$ cat config.mk
export PLATFORM = sky130hd
export DESIGN_NAME = multicycle_ctrl
export DESIGN_NICKNAME = d
export VERILOG_FILES = /design/src/rtl/multicycle_ctrl.sv
export SDC_FILE = /design/constraint.sdc
export NUM_CORES = 1
export LEC_CHECK = 0
export ABC_CLOCK_PERIOD_IN_PS = 4000
export CAP_MARGIN = 10
export CORE_AREA = 2 2 80 82
export CTS_BUF_LIST = sky130_fd_sc_hd__clkbuf_4 sky130_fd_sc_hd__clkbuf_8
export DETAILED_ROUTE_END_ITERATION = 12
export DIE_AREA = 0 0 82 84
export GPL_ROUTABILITY_DRIVEN = 0
export GPL_TIMING_DRIVEN = 0
export PLACE_DENSITY = 0.78
export SETUP_SLACK_MARGIN = 0.3
export SYNTH_ARGS = -nofsm -noshare
export SYNTH_HDL_FRONTEND = slang
export SYNTH_SLANG_ARGS = --single-unit
$ cat constraint.sdc
create_clock -name clk -period 4 [get_ports clk]
set_clock_uncertainty 0.2 [all_clocks]
set_input_delay 1 -clock clk [delete_from_list [all_inputs] [get_ports clk]]
set_output_delay 1 -clock clk [all_outputs]
set_load 0.005 [all_outputs]
$ cat src/rtl/multicycle_ctrl.sv
// Multi-cycle fetch/decode/execute/memory/write-back controller for the 8-bit datapath.
// Optional macro RETIRE_CNT_EN adds the 16-bit retired-instruction counter.
module multicycle_ctrl #(
    parameter logic [7:0] RESET_PC = 8'h00
) (
    input  logic        clk,
    input  logic        rst,
    output logic        imem_req,
    output logic [7:0]  imem_addr,
    input  logic        imem_ack,
    input  logic [31:0] imem_rdata,
    output logic        dmem_req,
    output logic        dmem_we,
    input  logic        dmem_ack,
    input  logic        alu_zero,
    output logic [7:0]  adr_1,
    output logic [7:0]  adr_2,
    output logic [7:0]  adr_3,
    output logic [7:0]  opcode_out,
    output logic        rf_we,
    output logic        rf_wsel,
    output logic [7:0]  pc,
    output logic        halted,
    output logic        illegal,
    output logic [15:0] retired
);

    typedef enum logic [2:0] {
        S_FETCH, S_DECODE, S_EXEC, S_MEM, S_WB, S_HALT
    } state_t;

    typedef enum logic [2:0] {
        C_NOP, C_ALU, C_LOAD, C_STORE, C_JMP, C_BEQ, C_HALT, C_ILL
    } op_class_t;

    state_t    state, state_nx;
    op_class_t op_class;
    logic [31:0] ir;
    logic [7:0]  pc_nx;
    logic        armed;
    logic        ir_load;
    logic        ill_set;

    // The instruction register is the single source of the decoded fields.
    assign opcode_out = ir[31:24];
    assign adr_1      = ir[23:16];
    assign adr_2      = ir[15:8];
    assign adr_3      = ir[7:0];
    assign imem_addr  = pc;

    always_comb begin
        if (ir[31:24] == 8'h00)       op_class = C_NOP;
        else if (ir[31:24] <= 8'h0F)  op_class = C_ALU;
        else if (ir[31:24] == 8'h10)  op_class = C_LOAD;
        else if (ir[31:24] == 8'h11)  op_class = C_STORE;
        else if (ir[31:24] == 8'h20)  op_class = C_JMP;
        else if (ir[31:24] == 8'h21)  op_class = C_BEQ;
        else if (ir[31:24] == 8'hFF)  op_class = C_HALT;
        else                          op_class = C_ILL;
    end

    always_comb begin
        // NOTE: every output of this block gets a default first, so no path can infer a latch.
        state_nx = state;
        pc_nx    = pc;
        ir_load  = 1'b0;
        ill_set  = 1'b0;
        imem_req = 1'b0;
        dmem_req = 1'b0;
        dmem_we  = 1'b0;
        rf_we    = 1'b0;
        rf_wsel  = 1'b0;
        halted   = 1'b0;
        unique case (state)
            S_FETCH: begin
                // armed holds the request off for the first cycle out of reset.
                imem_req = armed;
                if (armed && imem_ack) begin
                    ir_load  = 1'b1;
                    state_nx = S_DECODE;
                end
            end
            S_DECODE: begin
                ill_set  = (op_class == C_ILL);
                state_nx = S_EXEC;
            end
            S_EXEC: begin
                state_nx = S_FETCH;
                case (op_class)
                    C_ALU:           state_nx = S_WB;
                    C_LOAD, C_STORE: state_nx = S_MEM;
                    C_JMP:           pc_nx = ir[7:0];
                    C_BEQ:           pc_nx = alu_zero ? ir[7:0] : pc + 8'd1;
                    C_HALT:          state_nx = S_HALT;
                    default:         pc_nx = pc + 8'd1;
                endcase
            end
            S_MEM: begin
                dmem_req = 1'b1;
                dmem_we  = (op_class == C_STORE);
                if (dmem_ack) begin
                    if (op_class == C_STORE) begin
                        pc_nx    = pc + 8'd1;
                        state_nx = S_FETCH;
                    end else begin
                        state_nx = S_WB;
                    end
                end
            end
            S_WB: begin
                rf_we    = 1'b1;
                rf_wsel  = (op_class == C_LOAD);
                pc_nx    = pc + 8'd1;
                state_nx = S_FETCH;
            end
            S_HALT: halted = 1'b1;
            default: state_nx = S_FETCH;
        endcase
    end

    always_ff @(posedge clk) begin
        // NOTE: sequential state uses non-blocking assignments so every flop samples pre-edge values.
        if (!rst) begin
            state   <= S_FETCH;
            armed   <= 1'b0;
            pc      <= RESET_PC;
            ir      <= 32'h0;
            illegal <= 1'b0;
        end else begin
            state <= state_nx;
            armed <= 1'b1;
            pc    <= pc_nx;
            if (ir_load) ir <= imem_rdata;
            if (ill_set) illegal <= 1'b1;
        end
    end

`ifdef RETIRE_CNT_EN
    logic        retire;
    logic [15:0] retired_q;

    // An instruction retires when its last phase hands control back to FETCH or into HALT.
    assign retire = (state == S_EXEC || state == S_MEM || state == S_WB) &&
                    (state_nx == S_FETCH || state_nx == S_HALT);

    always_ff @(posedge clk) begin
        if (!rst)        retired_q <= 16'h0000;
        else if (retire) retired_q <= retired_q + 16'd1;
    end

    assign retired = retired_q;
`else
    assign retired = 16'h0000;
`endif

endmodule

# --- After elaboration in Yosys (flattened, before gate mapping) ---
# Cells that the tools add are included.
word_totals:
  reg_bits: 45
  output_inout_bits: 71
  word_cells: 64
classes:
  add_sub_neg: 1
  magnitude_cmp: 1
  n_eq_ne: 21
  mux: 27
  bitwise: 1
  n_reduce_logical: 8
op_table:
  columns: ["operator", "count"]
  rows:
  - ["one-hot mux 8 bit (3 select lines)", 2]
  - ["2-to-1 mux 8 bit", 3]
  - ["2-to-1 mux 3 bit", 7]
  - ["equality test 3 bit (second input constant)", 6]
  - ["equality test 8 x 5 -> 1 bit (second input constant)", 2]
  - ["equality test 8 x 6 -> 1 bit (second input constant)", 2]
  - ["one-hot mux 3 bit (5 select lines)", 1]
  - ["equality test 3 x 2 -> 1 bit (second input constant)", 4]
  - ["2-to-1 mux 1 bit", 11]
  - ["one-hot mux 3 bit (3 select lines)", 1]
  - ["adder 8 x 1 -> 8 bit (second input constant)", 1]
  - ["equality test 8 bit (second input constant)", 1]
  - ["less-or-equal comparator 8 x 4 -> 1 bit (second input constant)", 1]
  - ["logical NOT 8 bit", 1]
  - ["inequality test 2 bit (second input constant)", 4]
  - ["equality test 3 x 1 -> 1 bit (second input constant)", 2]
  - ["2-to-1 mux 2 bit", 2]
  - ["AND reduction 4 bit", 1]
  - ["OR reduction 4 bit", 1]
  - ["logical NOT 3 bit", 1]
  - ["AND reduction 3 bit", 1]
  - ["nonzero test 3 bit", 1]
  - ["OR reduction 2 bit", 1]
  - ["logical AND 1 bit", 1]
  - ["NOT 1 bit", 1]

# --- Longest topological paths before layout ---
# Gate-level depths: netlist of run 1.
logic_depth:
  ltp_word: 12
  ltp_mapped: 7

# --- Worst setup path after synthesis of run 1 ---
# Ideal clock, no wire load.
synth_timing:
  path_type: "register -> output"
  startpoint: "reg ir[25]"
  endpoint: "out dmem_we"
  arrival_ns: 1.426
  setup_slack_ns: 1.374
  stages_incl_launch_ff: 5
  path_buffers: 1
  cell_sequence: "dfxtp_1 > or3_1 > buf_6 > nor4b_4 > and3_2"
synth_via:
  elab_chain_len: 10
  elab_cells_between_ends: 16
  classes_between: "order compare: 1; eq/ne: 6; mux: 8; reduce/logical: 1"
synth_rtl:
  columns: ["item", "line", "text"]
  rows:
  - ["from (decl)", "38", "logic [31:0] ir;"]
  - ["from (signal assigned)", "133", "if (ir_load) ir <= imem_rdata;"]
  - ["equality test 8 bit", "58", "else if (ir[31:24] == 8'hFF) op_class = C_HALT;"]
  - ["2-to-1 mux 1 bit", "58", null]
  - ["2-to-1 mux 2 bit", "57", "else if (ir[31:24] == 8'h21) op_class = C_BEQ;"]
  - ["2-to-1 mux 2 bit", "56", "else if (ir[31:24] == 8'h20) op_class = C_JMP;"]
  - ["2-to-1 mux 3 bit", "55", "else if (ir[31:24] == 8'h11) op_class = C_STORE;"]
  - ["2-to-1 mux 3 bit", "54", "else if (ir[31:24] == 8'h10) op_class = C_LOAD;"]
  - ["2-to-1 mux 3 bit", "53", "else if (ir[31:24] <= 8'h0F) op_class = C_ALU;"]
  - ["2-to-1 mux 3 bit (*)", "52", "if (ir[31:24] == 8'h00) op_class = C_NOP;"]
  - ["equality test 3 x 2 -> 1 bit (*)", "100", "dmem_we = (op_class == C_STORE);"]
  - ["2-to-1 mux 1 bit (*)", "74", "unique case (state)"]
  - ["to (decl)", "13", "output logic dmem_we,"]
# Mark *: on every way between the ends. The rest lies on a longest branch, timed or not.

# --- Final worst setup path of run 1 ---
layout_timing:
  startpoint: "reg ir[25]"
  endpoint: "out rf_wsel"
layout_via:
  elab_chain_len: 10
  elab_cells_between_ends: 16
  classes_between: "order compare: 1; eq/ne: 6; mux: 8; reduce/logical: 1"
layout_rtl:
  columns: ["item", "line", "text"]
  rows:
  - ["equality test 8 bit", "58", null]
  - ["2-to-1 mux 1 bit", "58", null]
  - ["2-to-1 mux 2 bit", "57", null]
  - ["2-to-1 mux 2 bit", "56", null]
  - ["2-to-1 mux 3 bit", "55", null]
  - ["2-to-1 mux 3 bit", "54", null]
  - ["2-to-1 mux 3 bit", "53", null]
  - ["2-to-1 mux 3 bit (*)", "52", null]
  - ["equality test 3 x 2 -> 1 bit (*)", "112", "rf_wsel = (op_class == C_LOAD);"]
  - ["2-to-1 mux 1 bit (*)", "74", null]
  - ["to (decl)", "21", "output logic rf_wsel,"]
# Marked as above.

==> results.md, run 1 <==
Floorplan:
- The die covers between 0.006 and 0.007 sq mm.
- The floorplan step set the die width to between 80 and 90 um.
- The count of standard-cell rows is 29.
- The floorplan step set the die height to 84 um.
- For this configuration, the core starts out at a cell density of 39.9%.
- During I/O placement, the number of pins put on the boundary was ~110.
- The placeable core region is 0.00610 sq mm.

Critical path:
- The arrival time at the worst endpoint is ~2.4 ns.
- Walking the worst path, the cells encountered are or3_1 > buf_6 > nor4b_4 > o211a_1 > clkdlybuf4s50_1.
- The worst-path cell with the longest stage delay is clkdlybuf4s50_1.
- The startpoint type of the worst setup path is a flop.
- STA classifies the critical path endpoint as an output port.
- The setup slack of the most critical reg-to-reg path is 1.48 ns.
- The critical path data required time is 2.80 ns.
- The largest delay contributor family on the critical path is simple AND/OR/NAND/NOR gates.
- For this run, the slowest stage of the critical path takes approximately 0.50 ns.
- The maximum fanout along the worst path is 6.
- The worst setup path is of the reg -> out kind.
- The buffering stage count on the worst path with inverters included is 2.

Worst hold path:
- The class of the worst hold path is reg -> reg.

Synthesis:
- Summed over all instances, the cell type with the most area after synthesis is dfxtp_1.
- The flop and latch count out of synthesis is 45.
- The number of synthesized flops with an enable pin is 0.
- The fraction of the yosys area taken by sequential cells is between 30% and 40%.
- The dominant synthesized flop cell is dfxtp_1.
- By area the synthesized netlist is led by dfxtp_1 (37%), nand2_1 (12%), a21oi_1 (8.7%).
- The area fraction of the dominant cell type after synthesis is 37.1%.
- During synthesis, Yosys emitted a total of 0 warnings.
- Averaged over all synthesized cells, the footprint is around 8.0 sq um.
- For this run, asynchronously set or reset flops after synthesis account for 0%.
- The count of unique library cells instantiated by Yosys is slightly above 50.
- Synthesis produced a netlist whose cell count is 302.
- After synthesis the cells add up to 0.00243 sq mm.
- The most common cell in the synthesized netlist is nand2_1.
- Sorting the synthesized cells by how often they occur yields nand2_1 (76), dfxtp_1 (45), a21oi_1 (42).

Clock tree:
- The number of cells upsized or downsized after cts is 0.
- Post-CTS timing repair inserted 0 buffers for setup.
- Clock tree synthesis selected as its root buffer the cell clkbuf_8.
- The TritonCTS clock tree is done.
- Clock latency on the worst-skew pair, taken at its later pin, is 0.30 ns.
- CTS built an H-tree with a depth of 2.
- The deepest clock path buffer count is 2.
- The CTS clock-pin slew for the worst setup and hold paths is about 0.09 ns.
- In this run, CTS created clock tree buffers numbering 5.
- Buffers inserted to repair hold after CTS numbered 0.
- Counting every sink on the clock net gives between 40 and 50.

Drt:
- The remaining routing DRC violations is 0.
- The detailed-routing iteration count for the pre-antenna-repair pass is 4.
- Once detail routing completed, the nets flagged for antenna violations numbered 0.
- The overall via count from detail_route is 2,486.
- The routed length per placed instance is approximately 13 um.
- The total wire length is roughly 6500 um.
- After detailed routing, the number of vias per cell comes to between 5 and 6.
- The DRC violation total after the first TritonRoute iteration is approximately 180.

Global route:
- The number of antenna violations at the first check in global routing came to 0.
- The number of global-route vias before repair was approximately 2,300.
- Entering global routing, the biggest net connects 16 pins.
- The first global-routing pass estimated 10,600 um of wire.
- The total congestion overflow is 0.
- Global routing used between 10% and 20% of the available tracks across all layers.

Timing:
- The setup-violating endpoint count in the final report is 0.
- Summed over all failing endpoints, the final setup total negative slack is 0 ns.
- The actual slew at the worst max-slew pin is roughly 0.62 ns.
- Of the available clock period, the critical path in the final layout requires between 80% and 90%.
- The final hold violation count was 0.
- Measured against its own limit, the worst slew margin works out to 58.3%.
- The post-layout minimum cycle time is around 3.5 ns.
- Setup repair after global routing left no endpoint under its margin.
- The smallest setup slack after layout is 0.454 ns.
- The highest clock frequency the design can meet is ~280 MHz.
- The number of pins with negative max-slew slack in the final report is 0.
- The tightest hold margin is around 0.26 ns.

Layout:
- Of the cells placed in the final design, the portion with a size suffix greater than 1 is about 13%.
- The number of antenna diodes in the final layout is 0.
- Relative to the synthesized area, the layout overhead comes to 48.5%.
- After the last flow step, the layout net total stands at ~450.

Pwr:
- The total power consumption of the routed design is ~0.0011 W.
- IR analysis of the VDD net gives a maximum drop of about 0.23 mV.
- The analysis attributes to cell leakage a power of between 1 and 1.5 nW.
- The power density normalized to cell area is 307 mW/mm^2.

Placement:
- At the placement stage, the worst setup path has a slack of a little under 0.8 ns.
- Detailed placement finished with a half-perimeter wire length of 4900 um.
- Port buffering added 91 buffers.

Run:
- Across the run, the number of max-cap violations was 0.

Outcome:
- The run finished with clean final reports.
## metrics by stage
step           instance area (sq um)  util [%]  cells
2_1_floorplan                   2490         -    317
3_3_place_gp                    3490      57.3    485
3_5_place_dp                    3490      57.3    485
4_1_cts                         3610      59.2    493
5_1_grt                         3610      59.2    493
6_report                        3610      59.2    493
## final timing paths
path | start | endpoint | cells after the start
min | ir[9] | ir[9] | 2
max | ir[25] | rf_wsel | 5
max reg2reg | ir[29] | imem_addr[6] | 6
min reg2reg | ir[9] | ir[9] | 2
## sequential cells by signal, summed over array words and instances, names as in the netlist
register / count
state: 3
ir: 32
armed: 1
imem_addr: 8
illegal: 1
## per-layer routing
layer | wire, um | global-route usage [%] | vias up
met5 | 0 | 0 | -
met4 | 92 | 5.61 | 0
met3 | 423 | 5.74 | 8
met2 | 3190 | 32.5 | 91
met1 | 2760 | 24.2 | 1146
li1 | - | - | 1241
## layout make-up
type                    instances  area [sq um]
inverters                       3          11.3
repair buffers                 91           911
plain buffers                  44           312
clock inverters                 3          46.3
fillers                       597          2490
flip-flops and latches         45           901
well taps                      77          96.3
clock buffers                   5          68.8
multi-input cells             225          1260
## layout by cell type, fill, tap and decap left out, drive strengths merged, types with 6 or more instances in the layout
| cell type | instances |
|---|---|
| nand2 | 76 |
| a21oi | 42 |
| clkbuf | 16 |
| o32ai | 6 |
| and3 | 6 |
| a211oi | 7 |
| buf | 31 |
| nor2 | 8 |
| clkdlybuf4s50 | 91 |
| dfxtp | 45 |
| conb | 16 |
| a31oi | 6 |
| nand3 | 8 |
## cells by family (layout without fill, tap and decap cells)
logic type | after synthesis | in the layout | share of synthesized area (%)
simple gates | 125 | 125 | 25.1
compound gates | 79 | 79 | 22.3
buf+inv | 47 | 146 | 13.3
flops | 45 | 45 | 37.1
mux | 3 | 3 | 1.24
fa+ha+maj | 1 | 1 | 0.515
other cells | 1 | 16 | 0.154
xor+xnor | 1 | 1 | 0.361
## power by group
| part | switching [W] | internal [W] |
|---|---|---|
| Clock | 0.000165 | 0.000187 |
| Sequential | 0.0000214 | 0.000471 |
| Combinational | 0.000126 | 0.000136 |
| Total | 0.000312 | 0.000795 |
## worst reg2reg max path, delay by kind of cell, from the launching register on
family / cells / cell delay (ns)
AND/OR/NAND/NOR: 2 / 0.87
flip-flops: 1 / 0.34
buffers and inverters: 1 / 0.17
AO/OA/AOI/OAI: 3 / 0.82
(Power assumes the default switching activity.)
==> run 2: changes to the inputs <==
- CORE_AREA: 2 2 80 82 -> 2 2 86 88
- DIE_AREA: 0 0 82 84 -> 0 0 88 90
- PLACE_DENSITY: 0.78 -> 0.69
==> run 2 against run 1 <==
Compared with the run above:
- combinational power hardly changed
- first-iteration DRC count is 44% lower
- highest routed layer unchanged
- count of clock-buffer cells in the layout stayed put
- fmax is 0.48% higher
- wire length is 2.5% higher
- power hardly changed
- via count is 1.9% lower
- largest power group unchanged
- cell count is 4.5% higher
- sequential power hardly changed
==> results.md, run 2 (synthesis gave the netlist of run 1 again) <==
Outcome:
- The run finished with clean final reports.

Placement:
- The cell area reported after detailed placement is 0.00352 sq mm (+0.79%).
- The number of buffers inserted by port buffering is 91 (unchanged).
- The half-perimeter wire length of the detailed placement result is 4940 um (+0.84%).

Floorplan:
- The overall die width is 88 um (+7.3%).
- The die height is 90 um (+7.1%).
- The starting utilization of the core area was 34.6% (-5.2 points).
- The count of standard-cell rows came to 31 (+6.9%).
- The full die area is 0.00792 sq mm (+15%).
- The placeable core region came to 0.00702 sq mm (+15%).
- The number of top-level design ports is 108 (unchanged).

Critical path:
- Walking the worst path, the cells encountered are or3_1 > buf_6 > nor4b_4 > o211a_1 > clkdlybuf4s50_1.
- The critical path data required time was 2.80 ns (about the same).
- The cell count of the worst reg-to-reg path was 6 (unchanged).
- The maximum fanout along the worst path came to 6 (unchanged).
- The sort of element at the end of the critical path is an output port.
- The peak per-stage delay on the critical path is 0.50 ns (about the same).
- The most critical setup path has its startpoint at ir[25].
- The total number of cells along the worst setup path is 5 (unchanged).
- The arrival time at the worst endpoint is 2.33 ns (-0.02 ns).
- The worst-path cell with the longest stage delay is clkdlybuf4s50_1.
- The buffering stage count on the worst path with inverters included was 2 (unchanged).
- The critical path is of the reg -> out type.
- The startpoint type of the worst setup path is a flop.
- The largest delay contributor family on the critical path is simple AND/OR/NAND/NOR gates.
- The worst register-to-register path begins at ir[29].

Drt:
- The overall via count from detail_route was 2,439 (-1.9%).
- The post-detailed-route via-to-cell ratio was 4.74 (-6.1%).
- The detailed-routing iteration count for the pre-antenna-repair pass is 4 (unchanged).
- The routed length per placed instance is 12.9 um (-1.9%).
- The count of nets left with antenna violations after detail routing is 0 (unchanged).
- The total wire length was 6630 um (+2.5%).
- The remaining routing DRC violations is 0 (unchanged).
- The DRC violation total after the first TritonRoute iteration is 98 (-44%).

Clock tree:
- The CTS clock-pin slew for the worst setup and hold paths is 0.09 ns (about the same).
- The number of setup buffers added after CTS was 0 (unchanged).
- The root buffer selected by CTS is clkbuf_8.
- The clock buffer count from CTS came to 5 (unchanged).
- The number of cells upsized or downsized after cts is 0 (unchanged).
- The clock sink count is 45 (unchanged).
- The deepest clock path buffer count was 2 (unchanged).
- TritonCTS built the clock tree.
- The CTS H-tree depth is 2 (unchanged).
- The hold-fix buffer count after cts was 0 (unchanged).
- The insertion delay to the later sink of the worst-skew pair is 0.30 ns (about the same).

Timing:
- The actual slew at the worst max-slew pin is 0.603 ns (-0.0166 ns).
- The fraction of the cycle the final worst path needs is 88.2% (-0.42 points).
- The worst slew margin relative to its limit is 59.4% (+1.1 points).
- Setup repair after global routing left no endpoint under its margin.
- The highest clock frequency the design can meet is 283 MHz (+0.48%).
- The final hold violation count was 0 (unchanged).
- The sum of negative setup slack was 0 ns (unchanged).
- The number of pins with negative max-slew slack in the final report was 0 (unchanged).
- The post-layout minimum cycle time was 3.53 ns (-0.0169 ns).
- The setup-violating endpoint count in the final report is 0 (unchanged).

Global route:
- The pin count of the biggest net entering global routing came to 16 (unchanged).
- The number of antenna violations at the first check in global routing came to 0 (unchanged).
- The total track usage is 17.0% (-2.6 points).
- The total congestion overflow is 0 (unchanged).
- The number of global-route vias before repair is 2,307 (+1.0%).
- The first-pass GRT wire length is 10,900 um (+2.3%).

Pwr:
- The leakage dissipation was 1.37 nW (+0.31%).
- The fraction of power consumed by the clock network is 31.8% (about the same).
- The share of power burned in combinational logic is 23.6% (about the same).
- The fraction of power consumed by sequential logic is 44.5% (about the same).
- The proportion of total power due to net switching is 28.2% (-0.048 points).
- The power density normalized to cell area is 305 mW/mm^2 (-0.70%).
- The worst vdd rail ir drop came to 0.187 mV (-19%).
- The switching power is 0.000312 W (-0.19%).
- The internal power consumption is 0.000795 W (about the same).

Worst hold path:
- The class of the worst hold path is reg -> reg.
- The startpoint of the tightest hold check path is ir[17].
- The number of stages on the worst hold path is 2 (unchanged).

Run:
- The number of violations of the max-capacitance limit is 0 (unchanged).

Layout:
- The share of layout cells above drive strength 1 is 12.7% (unchanged).
- Ranked by flip-flop count, first place goes to ir.
- Relative to the synthesized area, the layout overhead comes to 49.5%.
- The leading cell type in the layout, fill and taps excluded is clkdlybuf4s50_1.
- The design area came to 0.00363 sq mm (+0.69%).
- The flip-flop count of the largest register, all copies and words added is 32 (unchanged).
- The number of nets in the layout is 453 (unchanged).
- Leaving out fill and tap cells, the most frequent cells in the layout are clkdlybuf4s50_1 (91), nand2_1 (76), dfxtp_1 (45).
- The number of diodes is 0 (unchanged).
==> run 2: power by group through the flow <==
stage | registers (W) | clock network, W | logic [W]
after floorplan | 0.000500 | 0 | 0.000145
after global placement | 0.000502 | 0 | 0.000259
after detailed placement | 0.000503 | 0 | 0.000262
after CTS | 0.000493 | 0.000363 | 0.000263
after global routing | 0.000497 | 0.000377 | 0.000288
final | 0.000493 | 0.000352 | 0.000262
==> run 2: worst paths after layout <==
kind	end	slack (ns)
max	rf_wsel	0.47
min	ir[17]	0.26
max reg2reg	imem_addr[5]	1.37
min reg2reg	ir[17]	0.26
==> run 2: cell type report <==
| type | count | area, sq um |
|---|---|---|
| Buffer | 44 | 312 |
| Clock buffer | 5 | 68.8 |
| Clock inverter | 3 | 43.8 |
| Fill cell | 692 | 3390 |
| Inverter | 3 | 11.3 |
| Multi-Input combinational cell | 225 | 1260 |
| Sequential cell | 45 | 901 |
| Tap cell | 99 | 124 |
| Timing Repair Buffer | 91 | 911 |
==> run 2: tightest hold or removal path, stage by stage (launching register included) <==
cell,delay [ns]
dfxtp_1,0.32
nand2_1,0.05
a21oi_1,0.05
==> run 2: routing by layer <==
| metal | vias up | part of all wire (%) | GRT usage [%] |
|---|---|---|---|
| met5 | - | 0 | 0 |
| met4 | 0 | 0.69 | 3.97 |
| met3 | 4 | 5.6 | 3.95 |
| met2 | 70 | 49 | 28.8 |
| met1 | 1125 | 45 | 21.5 |
| li1 | 1240 | - | - |
==> run 2: through the flow <==
stage          power, W  cells  utilization, %  hold WS [ns]  worst slack (ns)
6_report        0.00111    515            51.8         0.258             0.471
5_1_grt         0.00116    515            51.8         0.290             0.311
4_1_cts         0.00112    515            51.8         0.259             0.436
3_5_place_dp   0.000765    507            50.2         0.245             0.779
3_3_place_gp   0.000761    507            50.2         0.241             0.782
2_1_floorplan  0.000646    317               -         0.253              1.37
